===== config.mk =====
export PLATFORM = sky130hd
export DESIGN_NAME = level_matrix_scan
export DESIGN_NICKNAME = d
export VERILOG_FILES = /design/src/rtl/level_matrix_scan_pkg.sv /design/src/rtl/level_matrix_scan_tick_gen.sv /design/src/rtl/level_matrix_scan.sv
export SDC_FILE = /design/constraint.sdc
export NUM_CORES = 1
export LEC_CHECK = 0
export CAP_MARGIN = 20
export CORE_MARGIN = 4
export CORE_UTILIZATION = 25
export CTS_BUF_LIST = sky130_fd_sc_hd__clkbuf_4 sky130_fd_sc_hd__clkbuf_8
export DETAILED_ROUTE_END_ITERATION = 7
export DONT_BUFFER_PORTS = 1
export PLACE_DENSITY = 0.44
export SLEW_MARGIN = 40
export SYNTH_ARGS = -nofsm -noshare
export SYNTH_HDL_FRONTEND = slang
export SYNTH_SLANG_ARGS = --single-unit

===== constraint.sdc =====
create_clock -name clk -period 2 [get_ports clk]
set_input_delay 0.2 -clock clk [delete_from_list [all_inputs] [get_ports clk]]
set_output_delay 0.2 -clock clk [all_outputs]
set_load 0.01 [all_outputs]

===== src/rtl/level_matrix_scan_pkg.sv =====
// level_matrix_scan_pkg: mode encodings, default level width and the bar lookup
// shared by the LED matrix level display.
package level_matrix_scan_pkg;

    localparam logic [1:0] MODE_SLOW = 2'd0;
    localparam logic [1:0] MODE_MID  = 2'd1;
    localparam logic [1:0] MODE_FAST = 2'd2;

    localparam int LEVEL_W_DEF = 3;

    // Returns {red, green} for row i of a bottom-filled bar of height min(lvl+2, rows).
    function automatic logic [1:0] bar_rg(
        input int lvl,
        input int i,
        input int rows,
        input int warn,
        input int alarm
    );
        int h;
        h = (lvl + 2 < rows) ? lvl + 2 : rows;
        if (i < rows - h) return 2'b00;
        return (lvl < warn) ? 2'b01 : (lvl < alarm) ? 2'b11 : 2'b10;
    endfunction

endpackage


===== src/rtl/level_matrix_scan_tick_gen.sv =====
// level_matrix_scan_tick_gen: counter 0..lim with sync clear; tick is high on
// the cycle the count sits at lim (suppressed while clearing).
module level_matrix_scan_tick_gen #(
    parameter  int DIV = 2,
    localparam int W   = $clog2(DIV)
) (
    input  logic         clk,
    input  logic         rst,
    input  logic         clr,
    input  logic [W-1:0] lim,
    output logic         tick
);

    logic [W-1:0] cnt;

    assign tick = !clr && cnt == lim;

    always_ff @(posedge clk) begin
        if (!rst || clr) cnt <= '0;
        else cnt <= (cnt == lim) ? '0 : cnt + 1'b1;
    end

endmodule


===== src/rtl/level_matrix_scan.sv =====
// level_matrix_scan: scans a ROWS x COLS bicolour LED matrix as a water-level
// bar graph, with overflow blink, selectable blink rate and a level-driven beeper.
module level_matrix_scan
    import level_matrix_scan_pkg::*;
#(
    parameter int ROWS        = 8,
    parameter int COLS        = 8,
    parameter int LEVEL_W     = LEVEL_W_DEF,
    parameter int WARN_LEVEL  = 1,
    parameter int ALARM_LEVEL = 4,
    parameter int SCAN_DIV    = 1000,
    parameter int BLINK_DIV   = 500000,
    parameter int TONE_DIV    = 2500,
    parameter int CADENCE_DIV = 2000000
) (
    input  logic               clk,
    input  logic               rst,
    input  logic [LEVEL_W-1:0] level,
    input  logic               mode_pulse,
    output logic [ROWS-1:0]    row,
    output logic [COLS-1:0]    col_r,
    output logic [COLS-1:0]    col_g,
    output logic               beeper,
    output logic [1:0]         mode,
    output logic               frame_start
);

    localparam int TOP = (1 << LEVEL_W) - 1;
    localparam int RW  = $clog2(ROWS);
    localparam int SW  = $clog2(SCAN_DIV);
    localparam int BW  = $clog2(BLINK_DIV);
    localparam int TW  = $clog2(TONE_DIV);
    localparam int CW  = $clog2(CADENCE_DIV);

    if (!(WARN_LEVEL >= 1 && WARN_LEVEL <= ALARM_LEVEL && ALARM_LEVEL < TOP)) begin : g_bad_level
        $error("level_matrix_scan: need 1 <= WARN_LEVEL <= ALARM_LEVEL < 2^LEVEL_W-1");
    end
    if (ROWS < 2) begin : g_bad_rows
        $error("level_matrix_scan: ROWS must be at least 2");
    end
    if (SCAN_DIV < 2 || BLINK_DIV < 2 || TONE_DIV < 2 || CADENCE_DIV < 2) begin : g_bad_div
        $error("level_matrix_scan: all divisors must be at least 2");
    end

    logic [RW-1:0]      idx;
    logic [LEVEL_W-1:0] lvl_q;
    logic               scan_t, blink_t, tone_t, cad_t;
    logic               blink_ph, tone_ph, cad_ph;
    logic               wrap, ovf, bp;
    logic [1:0]         rg;
    logic [BW-1:0]      blink_lim;

    level_matrix_scan_tick_gen #(.DIV(SCAN_DIV)) u_scan (
        .clk(clk), .rst(rst), .clr(1'b0), .lim(SW'(SCAN_DIV - 1)), .tick(scan_t)
    );
    // Clearing on every mode pulse makes a new blink rate take effect at once.
    level_matrix_scan_tick_gen #(.DIV(BLINK_DIV)) u_blink (
        .clk(clk), .rst(rst), .clr(mode_pulse), .lim(blink_lim), .tick(blink_t)
    );
    level_matrix_scan_tick_gen #(.DIV(TONE_DIV)) u_tone (
        .clk(clk), .rst(rst), .clr(1'b0), .lim(TW'(TONE_DIV - 1)), .tick(tone_t)
    );
    level_matrix_scan_tick_gen #(.DIV(CADENCE_DIV)) u_cad (
        .clk(clk), .rst(rst), .clr(1'b0), .lim(CW'(CADENCE_DIV - 1)), .tick(cad_t)
    );

    always_comb begin
        wrap      = scan_t && idx == RW'(ROWS - 1);
        ovf       = lvl_q == LEVEL_W'(TOP);
        rg        = ovf ? {blink_ph, 1'b0}
                        : bar_rg(int'(lvl_q), int'(idx), ROWS, WARN_LEVEL, ALARM_LEVEL);
        bp        = ovf ? tone_ph & blink_ph
                  : (lvl_q >= LEVEL_W'(ALARM_LEVEL)) ? tone_ph
                  : (lvl_q != '0) ? tone_ph & cad_ph : 1'b0;
        blink_lim = BW'(((BLINK_DIV >> mode) > 1) ? (BLINK_DIV >> mode) - 1 : 0);
    end

    // Outputs are built from the current row index and snapshot together, so
    // row and columns always stay aligned.
    always_ff @(posedge clk) begin
        if (!rst) begin
            idx         <= '0;
            lvl_q       <= '0;
            mode        <= MODE_SLOW;
            blink_ph    <= 1'b0;
            tone_ph     <= 1'b0;
            cad_ph      <= 1'b0;
            row         <= '1;
            col_r       <= '0;
            col_g       <= '0;
            beeper      <= 1'b0;
            frame_start <= 1'b0;
        end else begin
            if (scan_t) idx <= wrap ? '0 : idx + 1'b1;
            if (wrap) lvl_q <= level;
            frame_start <= wrap;
            if (mode_pulse) mode <= (mode == MODE_SLOW) ? MODE_MID : (mode == MODE_MID) ? MODE_FAST : MODE_SLOW;
            if (blink_t) blink_ph <= ~blink_ph;
            if (tone_t) tone_ph <= ~tone_ph;
            if (cad_t) cad_ph <= ~cad_ph;
            row    <= ~(ROWS'(1) << idx);
            col_r  <= {COLS{rg[1]}};
            col_g  <= {COLS{rg[0]}};
            beeper <= bp;
        end
    end

endmodule

### Word-level counts from Yosys, hierarchy flattened

Cells that the tools add are included.

* add/sub/neg operators: 8
* $mul: 0
* div/mod/pow operators: 0
* $lt $le $gt $ge: 6
* equal/unequal tests: 7
* shifts and indexed selects: 2
* multiplexer cells: 14
* bitwise gates (word level): 7
* reduce and logical (&&, ||, !) cells: 11

Operator list (number)
* $gt A32 B2 Y1 const B: 1
* $lt A32 B5 Y1 const B: 1
* $shr A19 B2 Y32 const A: 1
* $add A21 B1 Y21 const B: 1
* $eq A21 B21 Y1 const B: 1
* $add A19 B1 Y19 const B: 1
* $eq A19 B19 Y1: 1
* $mux W19: 1
* $sub A19 B2 Y19 const B: 1
* $add A12 B1 Y12 const B: 1
* $eq A12 B12 Y1 const B: 1
* $mux W2: 6
* $add A10 B1 Y10 const B: 1
* $eq A10 B10 Y1 const B: 1
* $not A8 Y8: 1
* $reduce_or A2 Y1: 4
* $shl A1 B3 Y8 const A: 1
* $eq A3 B3 Y1 const B: 2
* $lt A4 B5 Y1: 1
* $mux W1: 5
* $sub A4 B4 Y5 const A: 1
* $add A3 B2 Y4 const B: 1
* $mux W4: 1
* $not A1 Y1: 4
* 12 further kinds: 15

* register bits after elaboration: 85
* latch bits: 0
* RAM bits: 0
* bits in read-only memories: 0
* bits of input ports: 6
* output and inout bits: 28
* logic and storage cells: 70
* memories kept: 0

### Depth between registers and ports, before layout

Gate-level depths: netlist of run 1.

* word-level depth: 8
* mapped depth: 10
* gate-level depth less buffers: 9

### Hierarchy

Synthesis of run 1 repeated with hierarchy kept, for this count alone.

* cell total of the unflattened synthesis: 542
* area total of the unflattened synthesis: 4840.9 µm²

By module, submodules not included
* level_matrix_scan: times used 1, cells an instance 139, area an instance 1292.5 µm², seq. area each 460.4 µm²
* level_matrix_scan_tick_gen (u_blink): times used 1, cells an instance 143, area an instance 1234.9 µm², seq. area each 380.4 µm²
* level_matrix_scan_tick_gen (u_cad): times used 1, cells an instance 130, area an instance 1133.6 µm², seq. area each 420.4 µm²
* level_matrix_scan_tick_gen (u_tone): times used 1, cells an instance 69, area an instance 624.3 µm², seq. area each 240.2 µm²
* level_matrix_scan_tick_gen (u_scan): times used 1, cells an instance 61, area an instance 555.5 µm², seq. area each 200.2 µm²

### Least setup slack after synthesis of run 1

OpenSTA, ideal clock, no wires.

* kind: reg-to-reg
* start point: register mode[0]
* end point: register u_blink.cnt[10]
* setup time: 0.139 ns
* arrival: 2.174 ns
* required time: 1.861 ns
* slack: -0.313 ns
* stages on the path, launching flop included: 10
* path buffers: 1
* clock period less this slack: 2.313 ns
* cell sequence: dfxtp_1 -> ha_1 -> inv_1 -> ha_1 -> xnor2_1 -> nor4_1 -> nand4_1 -> a21oi_4 -> buf_12 -> nor3_2

* cells in the longest elaborated chain, start to end: 5
* elaborated cells between the ends (all ways): 6
* classes of those cells: 1 x add/sub; 1 x order compare; 1 x eq/ne; 1 x shift; 1 x mux; 1 x reduce/logical

RTL lines
* start: declaration: RTL line level_matrix_scan.sv:24 `output logic [1:0] mode,`
* start signal: assignment: RTL line level_matrix_scan.sv:97 `if (mode_pulse) mode <= (mode == MODE_SLOW) ? MODE_MID : (mode == MODE_MID) ? MODE_FAST : MODE_SLOW;`
* $shr A19 B2 Y32 *: RTL line level_matrix_scan.sv:75 `blink_lim = BW'(((BLINK_DIV >> mode) > 1) ? (BLINK_DIV >> mode) - 1 : 0);`
* $gt A32 B2 Y1 / $sub A19 B2 Y19 (equally long branches): RTL line level_matrix_scan.sv:75
* $mux W19 *: RTL line level_matrix_scan.sv:75
* $eq A19 B19 Y1 *: RTL line level_matrix_scan_tick_gen.sv:20 `else cnt <= (cnt == lim) ? '0 : cnt + 1'b1;`
* $reduce_or A2 Y1 (no source line) *
* end signal: assignment: RTL line level_matrix_scan_tick_gen.sv:20
* end: declaration: RTL line level_matrix_scan_tick_gen.sv:14 `logic [W-1:0] cnt;`

Mark *: on every way between the ends. The rest lies on a longest branch, timed or not.
A chain may end at the register's enable or synchronous reset.

### Worst setup path after layout of run 1

* start point: register mode[1]
* end point: register u_blink.cnt[6]

The elaborated chain is that of the path after synthesis.

==> run metrics, run 1 <==
global-route wire length before repair 15200 um; maximum clock frequency 0.493 GHz; clock-pin slew on the worst setup and hold paths 100 ps; Worst Setup Start Kind flop; total overflow reported by the global router 0; overall die height 138 um; peak ir drop on the vdd network 0.290 mV; final setup margin -29.1 ps; Hold Crit Endpoint row[2]; number of global-route vias before repair 3061; post-layout minimum cycle time 2030 ps; register area share after synthesis 40.0%; port buffer count 0; number of instances on the worst hold path 2; pre-CTS worst setup slack -45.5 ps; total CTS buffers 9; Final Cycle Share 101%; deepest clock path buffer count 2; depth of the worst register-to-register path 8; cell chosen for the clock root clkbuf_8; leakage power 1.84 nW; clk_lat worst skew 380 ps; Mapped Cells 455; biggest fanout along the worst timing path 7; clk sink count 85; Final Max Slew Viols 0; category of the critical setup timing path reg2reg; Setup Skew 13.5 ps; actual transition at the worst max-transition pin 775 ps; number of nets produced by synthesis 488; I/O pin count 34; Rel. slew slack 48.3%; number of antenna violations at the first check in global routing 0; # DRC 0; number of storage elements in the synthesis netlist 85; Hold Path Origin rst; origin of the critical flop-to-flop path mode[1]; count of distinct cell types in the synthesized netlist 44; DRT antenna net count 0; per-cell routed wire length 13.1 um; Hold/Removal Path Class in2reg; max-capacitance violation count 0; GP Congestion 0.770; power density cells 626 mW/mm^2; floorplan die area 0.0192 mm^2; global router's overall resource usage 9.65%; total non-filler cell area in the finished layout 0.00512 mm^2; worst reg2reg setup slack -30 ps; CTS tree yes; total cell area at the placement stage 0.00463 mm^2; Final Setup Violations 12; Worst R2R End u_blink.cnt[6]; async set-reset flop share out of synthesis 0%; share of the synthesized area in the top cell type 40.0%; result of the run finished with violations; final hold slack 35.7 ps; synth-to-layout area growth 20.4%; mean cell area of the mapped netlist 9.35 um^2; number of nets in the layout 508; Most used DFF post-synth dfxtp_1; area of the mapped netlist 0.00425 mm^2; antenna cell count 0; Worst Path Required 2240 ps; number of vias per cell after detailed routing 4.38; floorplan die width 138 um; largest net degree at the start of global routing 25; setup repair after global routing missed its margin true; placeable core area 0.0166 mm^2; 1st-iter DRT viols 129; # H-tree levels 3; half-perimeter wire length of the detailed placement result 6190 um; sum of negative setup slack -207 ps; cell type with the largest total area after synthesis dfxtp_1; total number of yosys warnings 0; length of the first detailed-routing pass in iterations 4; number of synthesized flops with an enable pin 0; dominant cells by area after synthesis dfxtp_1, xor2_1, ha_1; vias post-DR 3065; data arrival at the endpoint of the critical path 2270 ps; most frequent cells after synthesis dfxtp_1, nor2_1, xor2_1; final WL 9170 um; power after layout 0.00320 W; share of layout cells above drive strength 1 20.8%; most frequently used cell type in the post-synthesis netlist dfxtp_1; Initial Util 25.6%; failing checks negative setup slack; count of standard-cell rows 47; hold violation total from the final report 0; endpoint type of the worst setup path flop
## worst max path at each step
stage,slack [ps],to,cells after the start,from
after floorplan,20,u_blink.cnt[10],9,mode[1]
after global placement,-20,blink_ph,7,mode[0]
after detailed placement,-50,col_r[0],9,lvl_q[2]
after CTS,-30,u_blink.cnt[1],8,mode[0]
after global routing,-160,u_blink.cnt[10],10,mode[0]
final,-30,u_blink.cnt[6],8,mode[1]
## cells by family (layout without fill, tap and decap cells)
| kind of cell | Yosys count | in the layout | share of synthesized area (%) |
|---|---|---|---|
| simple gates | 209 | 209 | 27.5 |
| flops | 85 | 85 | 40.0 |
| xor+xnor | 65 | 65 | 13.4 |
| buf+inv | 39 | 64 | 5.24 |
| fa+ha+maj | 27 | 27 | 7.94 |
| compound gates | 24 | 24 | 4.56 |
| mux | 6 | 6 | 1.41 |
## per-layer routing
layer | up-vias | track usage [%] | share of wire, %
met4 | 0 | 3.48 | 1.5
met5 | - | 0 | 0
li1 | 1582 | - | -
met1 | 1447 | 12.6 | 50
met3 | 12 | 2.97 | 3.1
met2 | 24 | 15.1 | 45
## critical path, cell delays in order, from the launching register on
cell	delay, ps
dfxtp_4	420
inv_4	70
ha_4	180
or3_4	390
a211oi_2	180
nand4_1	160
a21oi_4	250
clkbuf_16	200
nor3_1	50
## power by group
part           switching [W]  internal [W]
clock               0.000672      0.000583
combinational       0.000109      0.000101
sequential         0.0000273       0.00171
total               0.000808       0.00240
## timing repair
item | CTS | global route
hold buffers | 6 | 0
endpoints found under the hold margin | 25 | 0
setup buffers | 0 | 4
pin swaps | 1 | 6
setup endpoints to repair | 21 | 22
cloned | 0 | 1
resized for setup | 9 | 27
## flip-flops by register name (all words and copies together) (netlist names), 2 cells and up
register     flops
u_tone.cnt      12
lvl_q            3
mode             2
u_blink.cnt     19
idx              3
row              8
u_scan.cnt      10
u_cad.cnt       21
## per-stage QoR
stage          utilization (%)  std cells
2_1_floorplan                -        455
3_3_place_gp              27.8        673
3_5_place_dp              27.8        673
4_1_cts                   29.7        695
5_1_grt                   30.8        700
6_report                  30.8        700
## placed cells by master (no fill, tap or decap), drive strengths merged, types with 3 or more instances in the layout
master | synthesis | routed
dfxtp | 85 | 85
nor2b | 7 | 7
nor3 | 24 | 24
and4 | 7 | 7
nor2 | 48 | 48
clkinv | 0 | 3
or3 | 5 | 5
inv | 15 | 16
and2 | 6 | 6
ha | 27 | 27
clkbuf | 6 | 10
a211oi | 5 | 5
nor4b | 3 | 3
nand3 | 29 | 29
buf | 18 | 27
nand2 | 29 | 29
nand2b | 6 | 6
o21ai | 3 | 3
nor3b | 3 | 3
a21boi | 6 | 6
xnor2 | 23 | 23
xor2 | 42 | 42
nor4 | 9 | 9
nand4 | 15 | 15
mux2i | 6 | 6
and3 | 11 | 11
dlygate4sd3 | 0 | 5
## layout make-up
class | instances | area [um^2]
clock inverters | 7 | 75.1
clock buffers | 9 | 124
flip-flops and latches | 85 | 1710
multi-input cells | 331 | 2560
repair buffers | 33 | 308
well taps | 220 | 275
inverters | 15 | 63.8
fillers | 1724 | 11500
Power figures use the tool's default switching activity.
==> run 2: changes to the inputs <==
--- a/config.mk
+++ b/config.mk
@@ -8,11 +8,11 @@
 export CAP_MARGIN = 20
 export CORE_MARGIN = 4
 export CORE_UTILIZATION = 25
-export CTS_BUF_LIST = sky130_fd_sc_hd__clkbuf_4 sky130_fd_sc_hd__clkbuf_8
+export CTS_BUF_LIST = sky130_fd_sc_hd__clkbuf_8
 export DETAILED_ROUTE_END_ITERATION = 7
 export DONT_BUFFER_PORTS = 1
 export PLACE_DENSITY = 0.44
-export SLEW_MARGIN = 40
+export SLEW_MARGIN = 20
 export SYNTH_ARGS = -nofsm -noshare
 export SYNTH_HDL_FRONTEND = slang
 export SYNTH_SLANG_ARGS = --single-unit
==> run 2 against run 1 <==
Effect of this change: the flow still finishes with violations (negative setup slack); clock power hardly changed; maximum frequency is 2.4% lower; combinational power is 4% lower; utilization is 0.27 points lower; via count is 0.42% higher; non-clock buffer count is 3 lower; flip-flop and latch count stayed put; power is 0.51% higher; critical endpoint unchanged.
==> run metrics, run 2 (synthesis results as in run 1) <==
actual transition at the worst max-transition pin 982 ps (+208 ps); Final Cycle Share 104% (+2.5 points); number of vias per cell after detailed routing 4.42 (+0.86%); GP Congestion 0.770 (unchanged); logic gate share of total power 6.3% (-0.3 points); origin of the critical flop-to-flop path mode[1]; maximum clock frequency 0.481 GHz (-2.4%); category of the critical setup timing path reg2reg; leakage power 1.84 nW (about the same); synth-to-layout area growth 19.4%; largest registers u_cad.cnt: 21 flops, u_blink.cnt: 19 flops, u_tone.cnt: 12 flops; hold violation total from the final report 0 (unchanged); Worst R2R End u_blink.cnt[6]; biggest fanout along the worst timing path 7 (unchanged); largest reg by FF count u_cad.cnt; cell-internal power 0.00245 W (+2.4%); share of power burned in the clock network 39.7% (+0.5 points); max-capacitance violation count 0 (unchanged); worst stage delay on the critical path 440 ps (+20 ps); fraction of met1 tracks used by global routing 12.4% (-0.12 points); Rel. slew slack 34.5% (-14 points); Hold/Removal Path Class in2reg; final hold slack 42.8 ps (+7.13 ps); power density cells 634 mW/mm^2 (+1.4%); Slowest cell on crit path dfxtp_4; overall die height 138 um (unchanged); peak ir drop on the vdd network 0.314 mV (+8.3%); Worst Setup Start Kind flop; CP Cell Sequence ha_4 -> inv_1 -> ha_4 -> xnor2_2 -> nor4_2 -> nand4_1 -> a21oi_4 -> clkbuf_16 -> nor3_1; Final Setup Violations 19 (+7); fin util 30.5% (-0.27 points); number of antenna violations at the first check in global routing 0 (unchanged); share of layout cells above drive strength 1 18.4% (-2.4 points); met2 global-route usage 15.1% (-0.051 points); post-layout minimum cycle time 2080 ps (+50.7 ps); worst reg2reg setup slack -80 ps (-50 ps); CTS tree yes; port buffer count 0 (unchanged); final WL 9120 um (-0.57%); 1st-iter DRT viols 131 (+1.6%); count of standard-cell rows 47 (unchanged); clk_lat worst skew 360 ps (-20 ps); setup repair after global routing missed its margin true; number of nets in the layout 505 (-0.59%); Worst Path Required 2220 ps (-20 ps); depth of the worst register-to-register path 9 (+1); area occupied by registers 0.00171 mm^2 (unchanged); Hold Crit Endpoint row[2]; Final Max Slew Viols 0 (unchanged); DRT antenna net count 0 (unchanged); global-route wire length before repair 15200 um (-0.18%); endpoint type of the worst setup path flop; global router's overall resource usage 9.66% (about the same); deepest clock path buffer count 2 (unchanged); top library cells by usage in the layout, fill and taps aside dfxtp_1, nor2_1, xor2_1; Setup Skew 11.1 ps (-2.42 ps); number of buffers added for setup after CTS 0 (unchanged); I/O pin count 34 (unchanged); failing checks negative setup slack; largest net degree at the start of global routing 24 (-4.0%); # H-tree levels 3 (unchanged); vias post-DR 3078 (+0.42%); cell seen most often among critical-path stages ha_4; # DRC 0 (unchanged); total cell area at the placement stage 0.00463 mm^2 (about the same); Hold Path Origin rst; fraction of met3 tracks used by global routing 2.52% (-0.45 points); number of instances on the worst hold path 2 (unchanged); total overflow reported by the global router 0 (unchanged); half-perimeter wire length of the detailed placement result 6170 um (-0.39%); per-cell routed wire length 13.1 um (-0.14%); total CTS buffers 9 (unchanged); Initial Util 25.6% (unchanged); area taken by multi-input logic gates 0.00253 mm^2 (-1.4%); Largest register FFs 21 (unchanged); clock-pin slew on the worst setup and hold paths 90 ps (about the same); P_sw 0.000767 W (-5.1%); Sequential Power Share 54.0% (-0.3 points); fill cell total of the finished layout 1716 (-0.46%); result of the run finished with violations; clk sink count 85 (unchanged); origin of the worst setup path mode[1]; data arrival at the endpoint of the critical path 2290 ps (+20 ps); placeable core area 0.0166 mm^2 (unchanged); leading cell type in the layout, fill and taps excluded dfxtp_1; antenna cell count 0 (unchanged); floorplan die width 138 um (unchanged); final setup margin -79.9 ps (-50.7 ps); floorplan die area 0.0192 mm^2 (unchanged); sw frac 23.8% (-1.4 points); length of the first detailed-routing pass in iterations 4 (unchanged); cell chosen for the clock root clkbuf_8; pre-CTS worst setup slack -42.2 ps (+3.32 ps); total non-filler cell area in the finished layout 0.00508 mm^2 (-0.88%); most utilized layer in the global route result met2; number of global-route vias before repair 3099 (+1.2%)
[run 2: per-stage QoR]
step	instances	TNS (ps)	power (W)
global placement	673	-30.7	0.00194
finish	697	-1050	0.00322
detailed placement	673	-379	0.00194
CTS	695	-722	0.00326
global route	697	-3700	0.00337
floorplan	455	0	0.00190
[run 2: routing by layer]
metal	vias to the layer above	part of all wire [%]
li1	1585	-
met5	-	0
met1	1455	50
met4	0	2.0
met2	25	45
met3	13	3.0
[run 2: critical path: cells and delay by family, from the launching register on]
family                   cells  cell delay (ps)
AO/OA/AOI/OAI                1              250
flip-flops                   1              440
buffers and inverters        2              270
adder cells (fa/ha/maj)      2              400
AND/OR/NAND/NOR              3              420
XOR/XNOR                     1              140
[run 2: final cells by class]
type	instances	share of cell area (%)
multi-input cells	331	49.8
repair buffers	30	5.69
clock buffers	11	2.98
well taps	220	5.42
clock inverters	5	1.08
inverters	15	1.31
flip-flops and latches	85	33.7
[run 2: how the worst max path moves through the flow]
stage                 endpoint  slack, ps  depth (start not counted)
5_1_grt        u_blink.cnt[13]       -210                          8
2_1_floorplan  u_blink.cnt[10]         20                          9
4_1_cts         u_blink.cnt[8]        -50                         10
3_5_place_dp    u_blink.cnt[1]        -40                          8
3_3_place_gp          blink_ph        -20                          7
6_report        u_blink.cnt[6]        -80                          9
[run 2: power groups by stage]
| stage | combinational [W] | sequential [W] | clock (W) |
|---|---|---|---|
| after CTS | 0.000183 | 0.00174 | 0.00134 |
| after floorplan | 0.000119 | 0.00178 | 0 |
| after global placement | 0.000160 | 0.00178 | 0 |
| final | 0.000201 | 0.00174 | 0.00128 |
| after detailed placement | 0.000162 | 0.00178 | 0 |
| after global routing | 0.000223 | 0.00174 | 0.00140 |
[run 2: timing repair]
item,4_1_cts,5_1_grt
gates resized for setup,5,22
pin swaps,0,7
setup endpoints to repair,22,22
hold buffers,6,1
gates cloned,0,1
hold endpoints to repair,25,1
==> run 3: changes to the inputs <==
--- a/config.mk
+++ b/config.mk
@@ -11,6 +11,7 @@
 export CTS_BUF_LIST = sky130_fd_sc_hd__clkbuf_8
 export DETAILED_ROUTE_END_ITERATION = 7
 export DONT_BUFFER_PORTS = 1
+export HOLD_SLACK_MARGIN = 0.05
 export PLACE_DENSITY = 0.44
 export SLEW_MARGIN = 20
 export SYNTH_ARGS = -nofsm -noshare
==> run 3 against run 2 <==
Effect of this change: the run still ends with negative setup slack left; routed wire length is 1.5% lower; highest routed layer unchanged; flip-flop and latch count stayed put; critical path depth stayed put; die area stayed put; critical path type unchanged; cell area is 0.39% lower.
==> run metrics, run 3 (synthesis results as in run 1) <==
result of the run finished with violations; failing checks negative setup slack; half-perimeter wire length of the detailed placement result 6170 um (unchanged); floorplan die width 138 um (unchanged); clock-pin slew on the worst setup and hold paths 80 ps (about the same); area occupied by registers 0.00171 mm^2 (unchanged); number of buffers added for setup after CTS 0 (unchanged); top library cells by usage in the layout, fill and taps aside dfxtp_1, nor2_1, xor2_1; placeable core area 0.0166 mm^2 (unchanged); Slowest cell on crit path dfxtp_4; global router's overall resource usage 9.58% (-0.079 points); length of the first detailed-routing pass in iterations 4 (unchanged); Final Max Slew Viols 0 (unchanged); # DRC 0 (unchanged); vias post-DR 3070 (-0.26%); total non-filler cell area in the finished layout 0.00506 mm^2 (-0.39%); final setup margin -78.8 ps (+1.07 ps); number of global-route vias before repair 3082 (-0.55%); number of antenna violations at the first check in global routing 0 (unchanged); total cell area at the placement stage 0.00463 mm^2 (unchanged); GP Congestion 0.770 (unchanged); category of the critical setup timing path reg2reg; 1st-iter DRT viols 111 (-15%); cell seen most often among critical-path stages ha_4; data arrival at the endpoint of the critical path 2290 ps (about the same); final hold slack 77.4 ps (+34.5 ps); leakage power 1.83 nW (-0.45%); Rel. slew slack 30.4% (-4.1 points); antenna cell count 0 (unchanged); largest reg by FF count u_cad.cnt; biggest fanout along the worst timing path 7 (unchanged); actual transition at the worst max-transition pin 1040 ps (+58.7 ps); final WL 8980 um (-1.5%); CP Cell Sequence ha_4 -> inv_1 -> ha_4 -> xnor2_2 -> nor4_2 -> nand4_1 -> a21oi_4 -> clkbuf_16 -> nor3_1; Initial Util 25.6% (unchanged); total CTS buffers 9 (unchanged); hold violation total from the final report 0 (unchanged); Final Cycle Share 104% (about the same); area taken by multi-input logic gates 0.00253 mm^2 (unchanged); global-route wire length before repair 15100 um (-0.73%); largest net degree at the start of global routing 27 (+13%); per-cell routed wire length 12.9 um (-1.2%); clk_lat worst skew 360 ps (about the same); Largest register FFs 21 (unchanged); total overflow reported by the global router 0 (unchanged); I/O pin count 34 (unchanged); number of nets in the layout 503 (-0.40%); Worst Path Required 2220 ps (about the same); port buffer count 0 (unchanged); Worst Setup Start Kind flop; max-capacitance violation count 0 (unchanged); peak ir drop on the vdd network 0.313 mV (-0.25%); number of vias per cell after detailed routing 4.42 (about the same); deepest clock path buffer count 2 (unchanged); DRT antenna net count 0 (unchanged); endpoint type of the worst setup path flop; share of layout cells above drive strength 1 18.5% (+0.078 points); floorplan die area 0.0192 mm^2 (unchanged); post-layout minimum cycle time 2080 ps (-1.07 ps); largest registers u_cad.cnt: 21 flops, u_blink.cnt: 19 flops, u_tone.cnt: 12 flops; setup repair after global routing missed its margin true; power density cells 636 mW/mm^2 (+0.25%); Hold/Removal Path Class in2reg; synth-to-layout area growth 18.9%; CTS tree yes; Final Setup Violations 19 (unchanged); worst stage delay on the critical path 440 ps (about the same); Setup Skew 10.8 ps (-0.293 ps); leading cell type in the layout, fill and taps excluded dfxtp_1; maximum clock frequency 0.481 GHz (about the same); cell chosen for the clock root clkbuf_8; overall die height 138 um (unchanged); clk sink count 85 (unchanged); count of standard-cell rows 47 (unchanged); # H-tree levels 3 (unchanged); fill cell total of the finished layout 1717 (+0.058%)
==> run 3: cell count changes in the layout (fill, tap and decap cells not counted), sizes merged <==
| cell | change |
|---|---|
| dlygate4sd3 | -2 |
==> run 3: power breakdown <==
part           internal, W  total (W)  switching (W)
clock             0.000646    0.00128       0.000632
combinational    0.0000924   0.000199       0.000106
sequential         0.00171    0.00174      0.0000270
total              0.00245    0.00322       0.000765
==> run 3: per-stage QoR <==
stage / total power, W / instances / setup TNS (ps) / util, % / worst slack [ps]
finish: 0.00322 / 695 / -1030 / 30.4 / -78.8
global route: 0.00337 / 695 / -3700 / 30.4 / -206
CTS: 0.00326 / 694 / -723 / 29.6 / -53.1
detailed placement: 0.00194 / 673 / -379 / 27.8 / -42.2
global placement: 0.00194 / 673 / -30.7 / 27.8 / -15.7
floorplan: 0.00190 / 455 / 0 / - / 17.7
==> run 3: layer usage <==
metal | vias to the layer above | track usage [%] | share of wire (%)
met4 | 0 | 4.63 | 2.0
li1 | 1579 | - | -
met3 | 13 | 2.52 | 3.3
met2 | 26 | 15.0 | 45
met1 | 1452 | 12.3 | 50
met5 | - | 0 | 0
==> run 3: worst paths after layout <==
path                      start              to  slack [ps]  cells after the start
setup / recovery        mode[1]  u_blink.cnt[6]         -80                      9
hold / removal       mode_pulse         mode[0]          80                      2
setup reg to reg        mode[1]  u_blink.cnt[6]         -80                      9
hold reg to reg   u_scan.cnt[0]   u_scan.cnt[0]         450                      1
==> run 3: what timing repair did <==
item	4_1_cts	5_1_grt
hold buffers	5	0
endpoints found under the setup margin	22	22
endpoints found under the hold margin	29	0
resized for setup	5	22
pin swaps	0	7
cloned	0	1
==> run 3: final cells by class <==
class                   instances  area share [%]
well taps                     220            5.44
multi-input cells             331            50.0
repair buffers                 28            5.32
inverters                      15            1.31
clock inverters                 5            1.09
flip-flops and latches         85            33.8
clock buffers                  11            2.99
==> run 3: worst max-delay path: cells and delay by family (launching register included) <==
family / cells / cell delay [ps]
simple gates: 3 / 420
compound gates: 1 / 250
buf+inv: 2 / 270
fa+ha+maj: 2 / 400
flops: 1 / 440
xor+xnor: 1 / 140
